$ cat src/rtl/uart_loader_pkg.sv
// Shared types and constants for the UART matrix loader and its bit-level receiver.
package uart_loader_pkg;

   localparam int DEFAULT_BAUD_TICKS = 10;

   typedef enum logic [1:0] {
      IDLE,
      LOAD_A,
      LOAD_B,
      ERR
   } ldr_state_t;

   typedef enum logic [1:0] {
      RX_IDLE,
      RX_START,
      RX_DATA,
      RX_STOP
   } rx_state_t;

   localparam logic [1:0] ERR_NONE    = 2'b00;
   localparam logic [1:0] ERR_FRAME   = 2'b01;
   localparam logic [1:0] ERR_TIMEOUT = 2'b10;
   localparam logic [1:0] ERR_BAD_DIM = 2'b11;

endpackage

$ cat src/rtl/uart_rx_8n1.sv
// 8N1 UART receiver: two-flop synchronizer, mid-bit sampling with a down-counting baud timer.
//
// state    | meaning
// RX_IDLE  | waiting for a high-to-low edge on the synchronized line
// RX_START | half-bit wait, then start bit re-checked (high = glitch)
// RX_DATA  | eight data bits sampled LSB-first, one per bit period
// RX_STOP  | stop bit sampled; 1 = byte_valid, 0 = frame_err
module uart_rx_8n1
   import uart_loader_pkg::*;
#(
   parameter int BAUD_TICKS = DEFAULT_BAUD_TICKS
) (
   input  logic       clk_in,
   input  logic       rst_in,
   input  logic       rx_in,
   output logic [7:0] byte_out,
   output logic       byte_valid_out,
   output logic       frame_err_out
);

   localparam int CW = $clog2(BAUD_TICKS);
   localparam logic [CW-1:0] HALF_LOAD = CW'(BAUD_TICKS / 2 - 1);
   localparam logic [CW-1:0] FULL_LOAD = CW'(BAUD_TICKS - 1);

   logic            sync1_q, sync2_q, prev_q;
   rx_state_t       state_q, state_d;
   logic [CW-1:0]   cnt_q, cnt_d;
   logic [2:0]      bit_q, bit_d;
   logic [7:0]      shift_q, shift_d;
   logic            tick;

   always_ff @(posedge clk_in) begin
      if (rst_in) begin
         sync1_q <= 1'b1;
         sync2_q <= 1'b1;
         prev_q  <= 1'b1;
         state_q <= RX_IDLE;
         cnt_q   <= '0;
         bit_q   <= '0;
         shift_q <= '0;
      end else begin
         sync1_q <= rx_in;
         sync2_q <= sync1_q;
         prev_q  <= sync2_q;
         state_q <= state_d;
         cnt_q   <= cnt_d;
         bit_q   <= bit_d;
         shift_q <= shift_d;
      end
   end

   assign tick = (cnt_q == '0);

   always_comb begin
      state_d = state_q;
      cnt_d   = tick ? cnt_q : cnt_q - CW'(1);
      bit_d   = bit_q;
      shift_d = shift_q;
      case (state_q)
         RX_IDLE: begin
            cnt_d = cnt_q;
            if (prev_q && !sync2_q) begin
               state_d = RX_START;
               cnt_d   = HALF_LOAD;
            end
         end
         RX_START: begin
            if (tick) begin
               if (!sync2_q) begin
                  state_d = RX_DATA;
                  cnt_d   = FULL_LOAD;
                  bit_d   = '0;
               end else begin
                  state_d = RX_IDLE;
               end
            end
         end
         RX_DATA: begin
            if (tick) begin
               shift_d = {sync2_q, shift_q[7:1]};
               cnt_d   = FULL_LOAD;
               if (bit_q == 3'd7) state_d = RX_STOP;
               else               bit_d   = bit_q + 3'd1;
            end
         end
         RX_STOP: begin
            if (tick) state_d = RX_IDLE;
         end
         default: state_d = RX_IDLE;
      endcase
   end

   assign byte_out       = shift_q;
   assign byte_valid_out = (state_q == RX_STOP) && tick && sync2_q;
   assign frame_err_out  = (state_q == RX_STOP) && tick && !sync2_q;

endmodule

$ cat src/rtl/uart_matrix_loader.sv
// Loads two NxN matrices (A then B) of little-endian multi-byte elements from a UART stream.
//
// state  | meaning
// IDLE   | waiting for start_in; received bytes discarded
// LOAD_A | assembling and writing matrix A elements, row-major
// LOAD_B | assembling and writing matrix B elements, row-major
// ERR    | load aborted, err_out high, waiting for the next valid start
module uart_matrix_loader
   import uart_loader_pkg::*;
#(
   parameter int BAUD_TICKS    = DEFAULT_BAUD_TICKS,
   parameter int ELEM_BYTES    = 4,
   parameter int MAX_DIM       = 4,
   parameter int TIMEOUT_TICKS = 64 * BAUD_TICKS
) (
   input  logic                                           clk_in,
   input  logic                                           rst_in,
   input  logic                                           rx_in,
   input  logic                                           start_in,
   input  logic [$clog2(MAX_DIM+1)-1:0]                   dim_in,
   output logic                                           busy_out,
   output logic                                           done_out,
   output logic                                           err_out,
   output logic [1:0]                                     err_code_out,
   output logic                                           wr_en_out,
   output logic                                           wr_mat_out,
   output logic [((MAX_DIM > 1) ? $clog2(MAX_DIM) : 1)-1:0] wr_row_out,
   output logic [((MAX_DIM > 1) ? $clog2(MAX_DIM) : 1)-1:0] wr_col_out,
   output logic [8*ELEM_BYTES-1:0]                        wr_data_out
);

   localparam int DIM_W  = $clog2(MAX_DIM + 1);
   localparam int RC_W   = (MAX_DIM > 1) ? $clog2(MAX_DIM) : 1;
   localparam int DATA_W = 8 * ELEM_BYTES;
   localparam int BC_W   = (ELEM_BYTES > 1) ? $clog2(ELEM_BYTES) : 1;
   localparam int TO_W   = (TIMEOUT_TICKS > 1) ? $clog2(TIMEOUT_TICKS) : 1;
   localparam logic [TO_W-1:0] TO_LOAD   = TO_W'(TIMEOUT_TICKS - 1);
   localparam logic [BC_W-1:0] LAST_BYTE = BC_W'(ELEM_BYTES - 1);

   logic [7:0]        rx_byte;
   logic              rx_valid, rx_frame_err;

   ldr_state_t        state_q, state_d;
   logic [DIM_W-1:0]  dim_q, dim_d;
   logic [DIM_W-1:0]  row_q, row_d, col_q, col_d;
   logic [BC_W-1:0]   byte_cnt_q, byte_cnt_d;
   logic [DATA_W-1:0] elem_buf_q, elem_buf_d;
   logic [TO_W-1:0]   to_cnt_q, to_cnt_d;
   logic [1:0]        err_code_q, err_code_d;
   logic              done_q, done_d;
   logic              wr_en_q, wr_en_d;
   logic              wr_last_q, wr_last_d;
   logic              wr_mat_q, wr_mat_d;
   logic [RC_W-1:0]   wr_row_q, wr_row_d, wr_col_q, wr_col_d;
   logic [DATA_W-1:0] wr_data_q, wr_data_d;

   logic              dim_ok;
   logic [DIM_W-1:0]  last_idx;
   logic [DATA_W-1:0] merged;

   uart_rx_8n1 #(
      .BAUD_TICKS(BAUD_TICKS)
   ) u_rx (
      .clk_in        (clk_in),
      .rst_in        (rst_in),
      .rx_in         (rx_in),
      .byte_out      (rx_byte),
      .byte_valid_out(rx_valid),
      .frame_err_out (rx_frame_err)
   );

   always_ff @(posedge clk_in) begin
      if (rst_in) begin
         state_q    <= IDLE;
         dim_q      <= '0;
         row_q      <= '0;
         col_q      <= '0;
         byte_cnt_q <= '0;
         elem_buf_q <= '0;
         to_cnt_q   <= '0;
         err_code_q <= ERR_NONE;
         done_q     <= 1'b0;
         wr_en_q    <= 1'b0;
         wr_last_q  <= 1'b0;
         wr_mat_q   <= 1'b0;
         wr_row_q   <= '0;
         wr_col_q   <= '0;
         wr_data_q  <= '0;
      end else begin
         state_q    <= state_d;
         dim_q      <= dim_d;
         row_q      <= row_d;
         col_q      <= col_d;
         byte_cnt_q <= byte_cnt_d;
         elem_buf_q <= elem_buf_d;
         to_cnt_q   <= to_cnt_d;
         err_code_q <= err_code_d;
         done_q     <= done_d;
         wr_en_q    <= wr_en_d;
         wr_last_q  <= wr_last_d;
         wr_mat_q   <= wr_mat_d;
         wr_row_q   <= wr_row_d;
         wr_col_q   <= wr_col_d;
         wr_data_q  <= wr_data_d;
      end
   end

   assign dim_ok   = (dim_in != '0) && (dim_in <= DIM_W'(MAX_DIM));
   assign last_idx = dim_q - DIM_W'(1);

   // Current element with the incoming byte dropped into its little-endian slot.
   always_comb begin
      merged = elem_buf_q;
      merged[{byte_cnt_q, 3'b000} +: 8] = rx_byte;
   end

   always_comb begin
      state_d    = state_q;
      dim_d      = dim_q;
      row_d      = row_q;
      col_d      = col_q;
      byte_cnt_d = byte_cnt_q;
      elem_buf_d = elem_buf_q;
      to_cnt_d   = to_cnt_q;
      err_code_d = err_code_q;
      done_d     = 1'b0;
      wr_en_d    = 1'b0;
      wr_last_d  = 1'b0;
      wr_mat_d   = wr_mat_q;
      wr_row_d   = wr_row_q;
      wr_col_d   = wr_col_q;
      wr_data_d  = wr_data_q;
      case (state_q)
         IDLE, ERR: begin
            if (start_in) begin
               if (dim_ok) begin
                  state_d    = LOAD_A;
                  dim_d      = dim_in;
                  err_code_d = ERR_NONE;
                  row_d      = '0;
                  col_d      = '0;
                  byte_cnt_d = '0;
                  elem_buf_d = '0;
                  to_cnt_d   = TO_LOAD;
               end else begin
                  state_d    = ERR;
                  err_code_d = ERR_BAD_DIM;
               end
            end
         end
         LOAD_A, LOAD_B: begin
            if (rx_frame_err) begin
               state_d    = ERR;
               err_code_d = ERR_FRAME;
            end else if (rx_valid) begin
               to_cnt_d = TO_LOAD;
               if (byte_cnt_q == LAST_BYTE) begin
                  byte_cnt_d = '0;
                  elem_buf_d = '0;
                  wr_en_d    = 1'b1;
                  wr_last_d  = (row_q == last_idx) && (col_q == last_idx);
                  wr_mat_d   = (state_q == LOAD_B);
                  wr_row_d   = row_q[RC_W-1:0];
                  wr_col_d   = col_q[RC_W-1:0];
                  wr_data_d  = merged;
                  if (col_q == last_idx) begin
                     col_d = '0;
                     row_d = (row_q == last_idx) ? '0 : row_q + DIM_W'(1);
                  end else begin
                     col_d = col_q + DIM_W'(1);
                  end
               end else begin
                  elem_buf_d = merged;
                  byte_cnt_d = byte_cnt_q + BC_W'(1);
               end
            end else if (wr_en_q && wr_last_q) begin
               // Matrix complete: advance the cycle after its final write strobe.
               if (state_q == LOAD_A) begin
                  state_d = LOAD_B;
               end else begin
                  state_d = IDLE;
                  done_d  = 1'b1;
               end
            end else if (to_cnt_q == '0) begin
               state_d    = ERR;
               err_code_d = ERR_TIMEOUT;
            end else begin
               to_cnt_d = to_cnt_q - TO_W'(1);
            end
         end
         default: state_d = IDLE;
      endcase
   end

   assign busy_out     = (state_q == LOAD_A) || (state_q == LOAD_B);
   assign err_out      = (state_q == ERR);
   assign done_out     = done_q;
   assign err_code_out = err_code_q;
   assign wr_en_out    = wr_en_q;
   assign wr_mat_out   = wr_mat_q;
   assign wr_row_out   = wr_row_q;
   assign wr_col_out   = wr_col_q;
   assign wr_data_out  = wr_data_q;

endmodule
$ cat config.mk
export PLATFORM = sky130hd
export DESIGN_NAME = uart_matrix_loader
export DESIGN_NICKNAME = d
export VERILOG_FILES = /design/src/rtl/uart_loader_pkg.sv /design/src/rtl/uart_rx_8n1.sv /design/src/rtl/uart_matrix_loader.sv
export SDC_FILE = /design/constraint.sdc
export NUM_CORES = 1
export LEC_CHECK = 0
export BUFFER_PORTS_ARGS = -buffer_cell sky130_fd_sc_hd__buf_4
export CORE_UTILIZATION = 40
export CTS_BUF_LIST = sky130_fd_sc_hd__clkbuf_2 sky130_fd_sc_hd__clkbuf_4 sky130_fd_sc_hd__clkbuf_8
export DETAILED_ROUTE_END_ITERATION = 10
export GPL_TIMING_DRIVEN = 0
export PLACE_DENSITY_LB_ADDON = 0.15
export SLEW_MARGIN = 25
export SYNTH_ARGS = -nofsm -noshare
export SYNTH_HDL_FRONTEND = slang
export SYNTH_HIERARCHICAL = 1
export SYNTH_SLANG_ARGS = --single-unit
$ cat constraint.sdc
create_clock -name clk_in -period 3.2 [get_ports clk_in]
set_input_delay 0.48 -clock clk_in [delete_from_list [all_inputs] [get_ports clk_in]]
set_output_delay 0.48 -clock clk_in [all_outputs]
set_load 0.02 [all_outputs]
==> impl_metrics.csv, run 1 <==
group,metric,value,unit
status,outcome,"completed",
power,p_leak,2.38,nW
sta,relSlewSlack,44.7,%
min_path,min_delay_path_depth,2,
sta,max_slew.worst_pin.slew,0.823,ns
synthesis,synth_area,0.00537,sq mm
sta,setup_viol,0,
synthesis,yosys-top-cells-count,"dfxtp_1, nor2_1, a21oi_1",
worst_setup_path,r2r_setup_slack,0.37,ns
finish,nets,700,
clocking,clock-sinks,117,
route,first_iter_violations,316,
worst_setup_path,ff2ff_path_depth,9,
route,routed_wl,13500,um
sta,grt_setup_unrepaired,"no",
place,portBuffers,49,
power,ir_drop,0.376,mV
die,dieHeight,118,um
min_path,hp-class,"primary input to flop",
route,vias,4667,
sta,fmax,0.353,GHz
die,die-area,0.0139,sq mm
grt,grt_pass1_wl,22100,um
finish,antenna_cells,0,
synthesis,synth_top_area_share,43.6,%
route,drcViolationCount,0,
finish,fin_util,49.7,%
place,placed_cell_area,0.00596,sq mm
die,core_area,0.0129,sq mm
synthesis,synth_top_area_cell,"dfxtp_1",
synthesis,synth_seq_cells,117,
sta,drv_slew,0,
grt,grt_usage,20.3,%
finish,area_growth,19.0,%
grt,grt_max_degree,17,
die,ios,50,
clocking,cts_buffers,17,
worst_setup_path,end_kind,"flop",
synthesis,synth-main-ff-cell,"dfxtp_1",
flow_run,drv_cap,0,
sta,timing.hold.ws,0.231,ns
grt,antenna_found_initial,0,
sta,min_period_over_period,88.4,%
synthesis,yosysUniqueCellTypes,62,
place,gp_congestion,0.835,
route,ant_nets,0,
grt,grt_pass1_vias,4319,
worst_setup_path,cp.arrival,3.14,ns
synthesis,synthArstFlopShare,0,%
synthesis,synth_edf_count,0,
worst_setup_path,cp.required,3.51,ns
die,num_rows,41,
synthesis,yosysSeqAreaShare,43.6,%
min_path,hp-start,"rx_in",
power,power_density,705,mW/mm^2
worst_setup_path,r2r-start,"u_rx/cnt_q[0]",
route,via_per_inst,5.42,
synthesis,synth.top_cells.by_area,"dfxtp_1, nor2_1, a21oi_1",
sta,fin_crit,2.83,ns
clocking,clk_pin_slew,0.08,ns
clocking,cts-htree-levels,4,
route,drt-wirelength-per-cell,15.6,um
die,chipWidth,118,um
worst_setup_path,critical_path_class,"flop to flop",
clocking,cts-root-buf,"clkbuf_8",
clocking,cts_tree,"yes",
worst_setup_path,crit_fanout,10,
worst_setup_path,cp-start-kind,"flop",
synthesis,yosys_warnings,6,
finish,drive_above_1_share,17.6,%
min_path,worstHoldEndpoint,"u_rx/sync1_q",
clocking,clk_latency,0.44,ns
synthesis,avgSynthCellArea,8.84,sq um
synthesis,syn_nets,632,
grt,gr-total-overflow,0,
route,first_pass_iters,5,
die,initial_core_util,41.7,%
clocking,clockBufferDepth,2,
synthesis,postSynthCellCount,608,
synthesis,synth.most_common_cell,"dfxtp_1",
sta,fin_skew,0.0130,ns
finish,fin_area,0.00640,sq mm
place,dpl.hpwl,9600,um
worst_setup_path,r2r_end,"elem_buf_q[27]",
sta,hold_viol_final,0,
==> state kept, by name, summed over array words and instances, names as in the netlist, 3 cells and up, named ones only <==
register,flops
u_rx/bit_q,3
to_cnt_q,10
u_rx/byte_out,8
wr_data_out,32
col_q,3
elem_buf_q,32
dim_q,3
row_q,3
u_rx/cnt_q,4
==> where the power goes <==
part / total, W / switching (W) / internal [W]
Sequential: 0.00173 / 0.000134 / 0.00160
Combinational: 0.00135 / 0.000835 / 0.000518
Clock: 0.00143 / 0.000608 / 0.000818
Total: 0.00451 / 0.00158 / 0.00293
==> critical path, cell delays in order (launching register included) <==
cell      delay (ns)
dfxtp_1         0.34
inv_1           0.09
ha_1            0.21
nor3b_4         0.25
and4_1          0.35
or3b_2          0.61
nand2b_1        0.14
buf_2           0.24
buf_2           0.35
a211oi_2        0.11
==> layout make-up <==
class	count	area [sq um]
fillers	1263	6480
multi-input cells	436	2810
flip-flops and latches	117	2340
repair buffers	50	375
clock buffers	20	269
well taps	172	215
plain buffers	39	174
clock inverters	12	154
inverters	15	56.3
==> worst max path at each step <==
stage | startpoint | end | slack [ns]
5_1_grt | u_rx/cnt_q[0] | row_q[2] | 0.15
3_5_place_dp | u_rx/cnt_q[0] | err_code_out[1] | -0.16
2_1_floorplan | u_rx/cnt_q[0] | state_q[1] | 0.57
3_3_place_gp | u_rx/cnt_q[0] | state_q[1] | -0.1
6_report | u_rx/cnt_q[0] | elem_buf_q[27] | 0.37
4_1_cts | u_rx/cnt_q[0] | wr_row_out[0] | 0.08
==> cell families (layout without fill, tap and decap cells) <==
| family | after synthesis | in the layout | synth area share [%] |
|---|---|---|---|
| buffers and inverters | 55 | 136 | 4.31 |
| XOR/XNOR | 14 | 14 | 2.82 |
| flip-flops | 117 | 117 | 43.6 |
| adder cells (fa/ha/maj) | 17 | 17 | 3.96 |
| multiplexers | 15 | 15 | 2.79 |
| AND/OR/NAND/NOR | 238 | 238 | 23.1 |
| AO/OA/AOI/OAI | 152 | 152 | 19.5 |
==> routing by layer <==
metal  GRT usage (%)  share of wire [%]  vias up
met5               0                  0        -
met4            7.53                1.9        0
met3            5.18                5.1       19
met2            32.1                 46      103
met1            26.6                 47     2209
li1                -                  -     2336
==> through the flow <==
stage               setup TNS, ns  setup WS [ns]  std cells  total power (W)
global placement           -0.644        -0.0976        829          0.00306
detailed placement          -1.96         -0.164        829          0.00309
floorplan                       0          0.572        608          0.00276
global route                    0          0.152        861          0.00479
CTS                             0         0.0819        861          0.00453
finish                          0          0.370        861          0.00451
==> cells in the final DEF (no fill, tap or decap), types with 3 or more instances in the layout <==
master      synthesis  routed
nor2_1             99      99
nand3b_1            5       5
a211oi_2            9       9
nand2_1            26      26
o31ai_1             5       5
nor2b_1            29      29
a211oi_1           36      36
clkinvlp_4          0       3
clkbuf_1           28      25
xnor2_1             3       3
nand4_1             6       6
o21ai_0             6       6
inv_1              13      13
dfxtp_1           117     117
mux2i_1            15      15
nand2b_1            4       4
clkinv_4            0       3
clkbuf_8            0      19
clkbuf_2            1       3
a31oi_1             6       5
or2_2               5       5
xor2_1              9       9
nor3b_1             6       5
nor3_1              8       8
ha_1               17      17
a22oi_1            11      11
or3_1               4       4
clkinv_2            0       3
a21oi_1            59      59
bufinv_16           0       3
buf_2               7       7
or3b_1              3       3
nor4_1             18      18
o22ai_1             3       3
a221oi_1            4       4
buf_4               0      50
nand3_1             8       8
==> timing repair <==
item / CTS / global route
resized for setup: 1 / 5
setup buffers: 0 / 1
hold buffers: 0 / 0
pin swaps: 0 / 0
setup endpoints to repair: 44 / 52
Power figures use the tool's default switching activity.
==> run 2, diff against run 1 <==
--- a/config.mk
+++ b/config.mk
@@ -5,10 +5,11 @@
 export SDC_FILE = /design/constraint.sdc
 export NUM_CORES = 1
 export LEC_CHECK = 0
-export BUFFER_PORTS_ARGS = -buffer_cell sky130_fd_sc_hd__buf_4
+export CORE_MARGIN = 8
 export CORE_UTILIZATION = 40
 export CTS_BUF_LIST = sky130_fd_sc_hd__clkbuf_2 sky130_fd_sc_hd__clkbuf_4 sky130_fd_sc_hd__clkbuf_8
 export DETAILED_ROUTE_END_ITERATION = 10
+export DONT_BUFFER_PORTS = 1
 export GPL_TIMING_DRIVEN = 0
 export PLACE_DENSITY_LB_ADDON = 0.15
 export SLEW_MARGIN = 25
==> impl_metrics.csv, run 2 (same netlist as run 1, synthesis figures left out) <==
group,metric,value,unit
route,first_pass_iters,5,
power,power_frac_clock,29.6,%
sta,hold_viol_final,0,
die,dieHeight,132,um
power,swShare,36.4,%
die,die-area,0.0174,sq mm
die,num_rows,42,
grt,grt_pass1_wl,22400,um
power,power_switching,0.00157,W
place,dpl.hpwl,9960,um
clocking,cts_hold_buf,0,
finish,fillers,1310,
clocking,clockBufferDepth,2,
sta,fin_crit,2.98,ns
finish,layout_common_cells,"dfxtp_1, nor2_1, a21oi_1",
finish,antenna_cells,0,
finish,drive_above_1_share,11.0,%
clocking,clk_pin_slew,0.07,ns
clocking,cts_setup_buffers,0,
place,post-place-cells,784,
die,core_area,0.0132,sq mm
sta,setup_viol,0,
clocking,cts-root-buf,"clkbuf_8",
finish,finalNonFillerCells,815,
worst_setup_path,cp.arrival,3.30,ns
sta,timing.hold.ws,0.147,ns
finish,area_growth,11.3,%
power,ir_drop,0.324,mV
finish,nets,650,
min_path,hp-class,"primary input to flop",
route,vias,4503,
worst_setup_path,critical_path_class,"flop to flop",
clocking,clk_latency,0.45,ns
route,via_per_inst,5.53,
worst_setup_path,cp.required,3.52,ns
place,dpl_worst_slack,-0.202,ns
min_path,hp-start,"rx_in",
worst_setup_path,crit_fanout,10,
min_path,min_delay_path_depth,1,
power,seq_power_share,40.4,%
min_path,worstHoldEndpoint,"u_rx/sync1_q",
sta,grt_setup_unrepaired,"no",
place,portBuffers,0,
clocking,cts_buffers,17,
worst_setup_path,r2r_setup_slack,0.22,ns
die,initial_core_util,40.7,%
power,p_int,0.00275,W
sta,drv_slew,0,
grt,grt_pass1_vias,4246,
grt,antenna_found_initial,0,
place,gp_congestion,0.844,
clocking,clock-sinks,117,
sta,max_slew.worst_pin.slew,0.831,ns
route,ant_nets,0,
route,first_iter_violations,313,
finish,ff_latch_area,0.00234,sq mm
power,p_leak,2.08,nW
sta,fin_ws,0.217,ns
clocking,cts-htree-levels,4,
status,outcome,"completed",
route,drcViolationCount,0,
die,ios,50,
finish,multi_input_area,0.00281,sq mm
sta,relSlewSlack,44.1,%
sta,min_period_over_period,93.2,%
clocking,cts_tree,"yes",
power,power_density,722,mW/mm^2
worst_setup_path,ff2ff_path_depth,9,
sta,fin_skew,0.00994,ns
flow_run,drv_cap,0,
worst_setup_path,end_kind,"flop",
route,routed_wl,13900,um
finish,final_common_cell,"dfxtp_1",
worst_setup_path,r2r-start,"u_rx/cnt_q[0]",
worst_setup_path,cp-start-kind,"flop",
grt,grt_usage,16.0,%
worst_setup_path,r2r_end,"elem_buf_q[24]",
grt,grt_max_degree,17,
power,pwr-share-comb,30.0,%
grt,gr-total-overflow,0,
sta,fmax,0.335,GHz
route,drt-wirelength-per-cell,17.1,um
die,chipWidth,132,um
==> run 2: layout make-up <==
type	instances	share of cell area (%)
Sequential cell	117	39.1
Buffer	39	2.89
Tap cell	176	3.68
Clock buffer	20	4.60
Multi-Input combinational cell	436	47.0
Clock inverter	12	1.76
Inverter	15	0.941
==> run 2: stage by stage <==
step	cell area [sq um]	power (W)	setup TNS, ns	utilization [%]
2_1_floorplan	5370	0.00276	0	-
3_3_place_gp	5590	0.00303	-0.531	42.4
6_report	5980	0.00432	0	45.4
5_1_grt	5980	0.00460	0	45.4
3_5_place_dp	5590	0.00306	-1.39	42.4
4_1_cts	5980	0.00436	0	45.3
==> run 2: power groups by stage <==
stage                     logic [W]  registers, W  clock network (W)
after CTS                   0.00130       0.00174            0.00132
after detailed placement    0.00129       0.00178                  0
after global routing        0.00146       0.00177            0.00137
after global placement      0.00126       0.00177                  0
after floorplan             0.00102       0.00174                  0
final                       0.00130       0.00174            0.00128
==> run 2: metal layers <==
metal	wire, um	up-vias	GRT usage, %	part of all wire (%)
met5	0	-	0	0
met4	254	0	7.08	1.8
met3	897	20	5.79	6.4
met2	6400	91	25.0	46
met1	6370	2156	19.4	46
li1	-	2236	-	-
==> run 2: timing repair <==
item | CTS | global route
resized for setup | 1 | 3
setup endpoints to repair | 24 | 47
gates cloned | 0 | 0
==> run 2: critical path, cell delays in order (launching register included) <==
cell,delay (ns)
dfxtp_1,0.34
inv_1,0.09
ha_1,0.21
nor3b_4,0.39
and4_1,0.39
or3b_2,0.61
nand2b_1,0.14
buf_2,0.24
buf_2,0.34
a211oi_2,0.11
==> run 2: worst max-delay path by stage <==
stage	startpoint	end	slack (ns)
global route	u_rx/cnt_q[0]	wr_data_out[8]	0.03
floorplan	u_rx/cnt_q[0]	state_q[1]	0.57
finish	u_rx/cnt_q[0]	elem_buf_q[24]	0.22
CTS	u_rx/cnt_q[0]	state_q[1]	0.02
detailed placement	u_rx/cnt_q[0]	state_q[1]	-0.20
global placement	u_rx/cnt_q[0]	state_q[1]	-0.15
==> run 3, diff against run 2 <==
--- a/config.mk
+++ b/config.mk
@@ -12,6 +12,7 @@
 export DONT_BUFFER_PORTS = 1
 export GPL_TIMING_DRIVEN = 0
 export PLACE_DENSITY_LB_ADDON = 0.15
+export REMOVE_ABC_BUFFERS = 1
 export SLEW_MARGIN = 25
 export SYNTH_ARGS = -nofsm -noshare
 export SYNTH_HDL_FRONTEND = slang
==> impl_metrics.csv, run 3 (same netlist as run 1, synthesis figures left out) <==
group,metric,value,unit
status,outcome,"completed",
grt,grt_max_degree,105,
die,num_rows,42,
grt,grt_pass1_vias,4115,
route,first_pass_iters,5,
worst_setup_path,critical_path_class,"flop to flop",
finish,drive_above_1_share,12.0,%
sta,max_slew.worst_pin.slew,0.920,ns
route,vias,4378,
sta,min_period_over_period,92.1,%
grt,antenna_found_initial,0,
clocking,clock-sinks,117,
sta,fin_ws,0.253,ns
worst_setup_path,end_kind,"flop",
finish,multi_input_area,0.00287,sq mm
worst_setup_path,r2r_setup_slack,0.25,ns
sta,grt_setup_unrepaired,"no",
sta,relSlewSlack,38.1,%
worst_setup_path,r2r-start,"u_rx/cnt_q[0]",
worst_setup_path,cp-start-kind,"flop",
power,ir_drop,0.270,mV
die,initial_core_util,40.7,%
finish,fillers,1301,
clocking,cts-htree-levels,4,
power,total_power,0.00431,W
finish,antenna_cells,0,
worst_setup_path,worstSetupEndpoint,"row_q[2]",
route,first_iter_violations,258,
clocking,clk_pin_slew,0.07,ns
clocking,cts_tree,"yes",
route,via_per_inst,5.58,
place,post-place-cells,746,
sta,fin_crit,2.95,ns
sta,hold_viol_final,0,
die,die-area,0.0174,sq mm
sta,fmax,0.339,GHz
finish,final_common_cell,"dfxtp_1",
place,dpl_worst_slack,-0.350,ns
clocking,clk_latency,0.45,ns
worst_setup_path,critPathLaunch,"u_rx/cnt_q[0]",
die,core_area,0.0132,sq mm
sta,setup_viol,0,
place,dpl.hpwl,8280,um
min_path,hp-class,"primary input to flop",
finish,ff_latch_area,0.00234,sq mm
finish,nets,621,
clocking,cts_buffers,17,
finish,layout_common_cells,"dfxtp_1, nor2_1, a21oi_1",
sta,fin_skew,0.0110,ns
sta,setup-tns-final,0,ns
clocking,cts-root-buf,"clkbuf_8",
grt,gr-total-overflow,0,
flow_run,drv_cap,0,
worst_setup_path,r2r_end,"row_q[2]",
worst_setup_path,crit_fanout,8,
sta,drv_slew,0,
power,p_leak,2.09,nW
grt,grt_usage,15.6,%
grt,grt_pass1_wl,21800,um
finish,area_growth,10.2,%
route,routed_wl,13500,um
worst_setup_path,ff2ff_path_depth,9,
place,gp_congestion,0.756,
die,dieHeight,132,um
route,drcViolationCount,0,
place,portBuffers,0,
route,drt-wirelength-per-cell,17.2,um
clocking,cts_hold_buf,0,
worst_setup_path,cp.required,3.58,ns
clocking,clockBufferDepth,2,
route,ant_nets,0,
die,chipWidth,132,um
worst_setup_path,cp.arrival,3.32,ns
finish,finalNonFillerCells,784,
power,power_density,728,mW/mm^2
die,ios,50,
==> run 3: cell count changes in the layout (fill, tap and decap cells not counted), sizes merged <==
| cell | change |
|---|---|
| clkinvlp | -3 |
| clkbuf | -28 |
| bufinv | +1 |
| and4bb | +2 |
| buf | -3 |
==> run 3: final cells by class <==
class,instances,area share [%]
multi-input combinational,438,48.4
clock buffer,20,4.44
sequential,117,39.5
timing repair buffer,8,1.10
tap,176,3.72
inverter,15,0.950
clock inverter,10,1.84
==> run 3: where the power goes <==
| part | leakage (nW) | internal, W | switching, W |
|---|---|---|---|
| registers | 0.948 | 0.00160 | 0.000150 |
| clock network | 0.191 | 0.000713 | 0.000597 |
| logic | 0.947 | 0.000477 | 0.000780 |
==> run 3: how the worst min path moves through the flow <==
| stage | startpoint | endpoint | depth (start not counted) |
|---|---|---|---|
| 6_report | rst_in | wr_data_out[2] | 1 |
| 3_3_place_gp | u_rx/sync1_q | u_rx/sync2_q | 1 |
| 5_1_grt | rst_in | elem_buf_q[14] | 1 |
| 2_1_floorplan | u_rx/sync1_q | u_rx/sync2_q | 1 |
| 3_5_place_dp | u_rx/sync1_q | u_rx/sync2_q | 1 |
| 4_1_cts | rst_in | to_cnt_q[3] | 1 |
==> run 3: per-layer routing <==
metal | GRT usage, % | share of wire [%] | routed length [um]
met5 | 0 | 0 | 0
met4 | 6.51 | 1.3 | 174
met3 | 5.53 | 6.2 | 837
met2 | 24.9 | 46 | 6240
met1 | 18.6 | 46 | 6200
==> run 3: stage by stage <==
stage / hold slack [ns] / utilization [%] / area [sq um]
floorplan: 0.389 / - / 5200
global placement: 0.397 / 41.1 / 5420
detailed placement: 0.403 / 41.3 / 5450
CTS: 0.0854 / 44.5 / 5860
global route: 0.0697 / 44.9 / 5920
finish: 0.104 / 44.9 / 5920
==> run 3: what timing repair did <==
action	in CTS	in global routing
resized for setup	3	4
buffers inserted	0	6
setup endpoints to repair	24	28
cloned	2	0
pin swaps	0	1
==> run 3: worst max-delay path: stages, from the launching register on <==
cell and delay (ns):
dfxtp_1 0.34, inv_1 0.09, ha_1 0.20, nor3b_4 0.38
and4_2 0.42, and4bb_4 0.33, a31oi_1 0.12, or3_1 0.48
or3b_1 0.38, a21oi_1 0.14
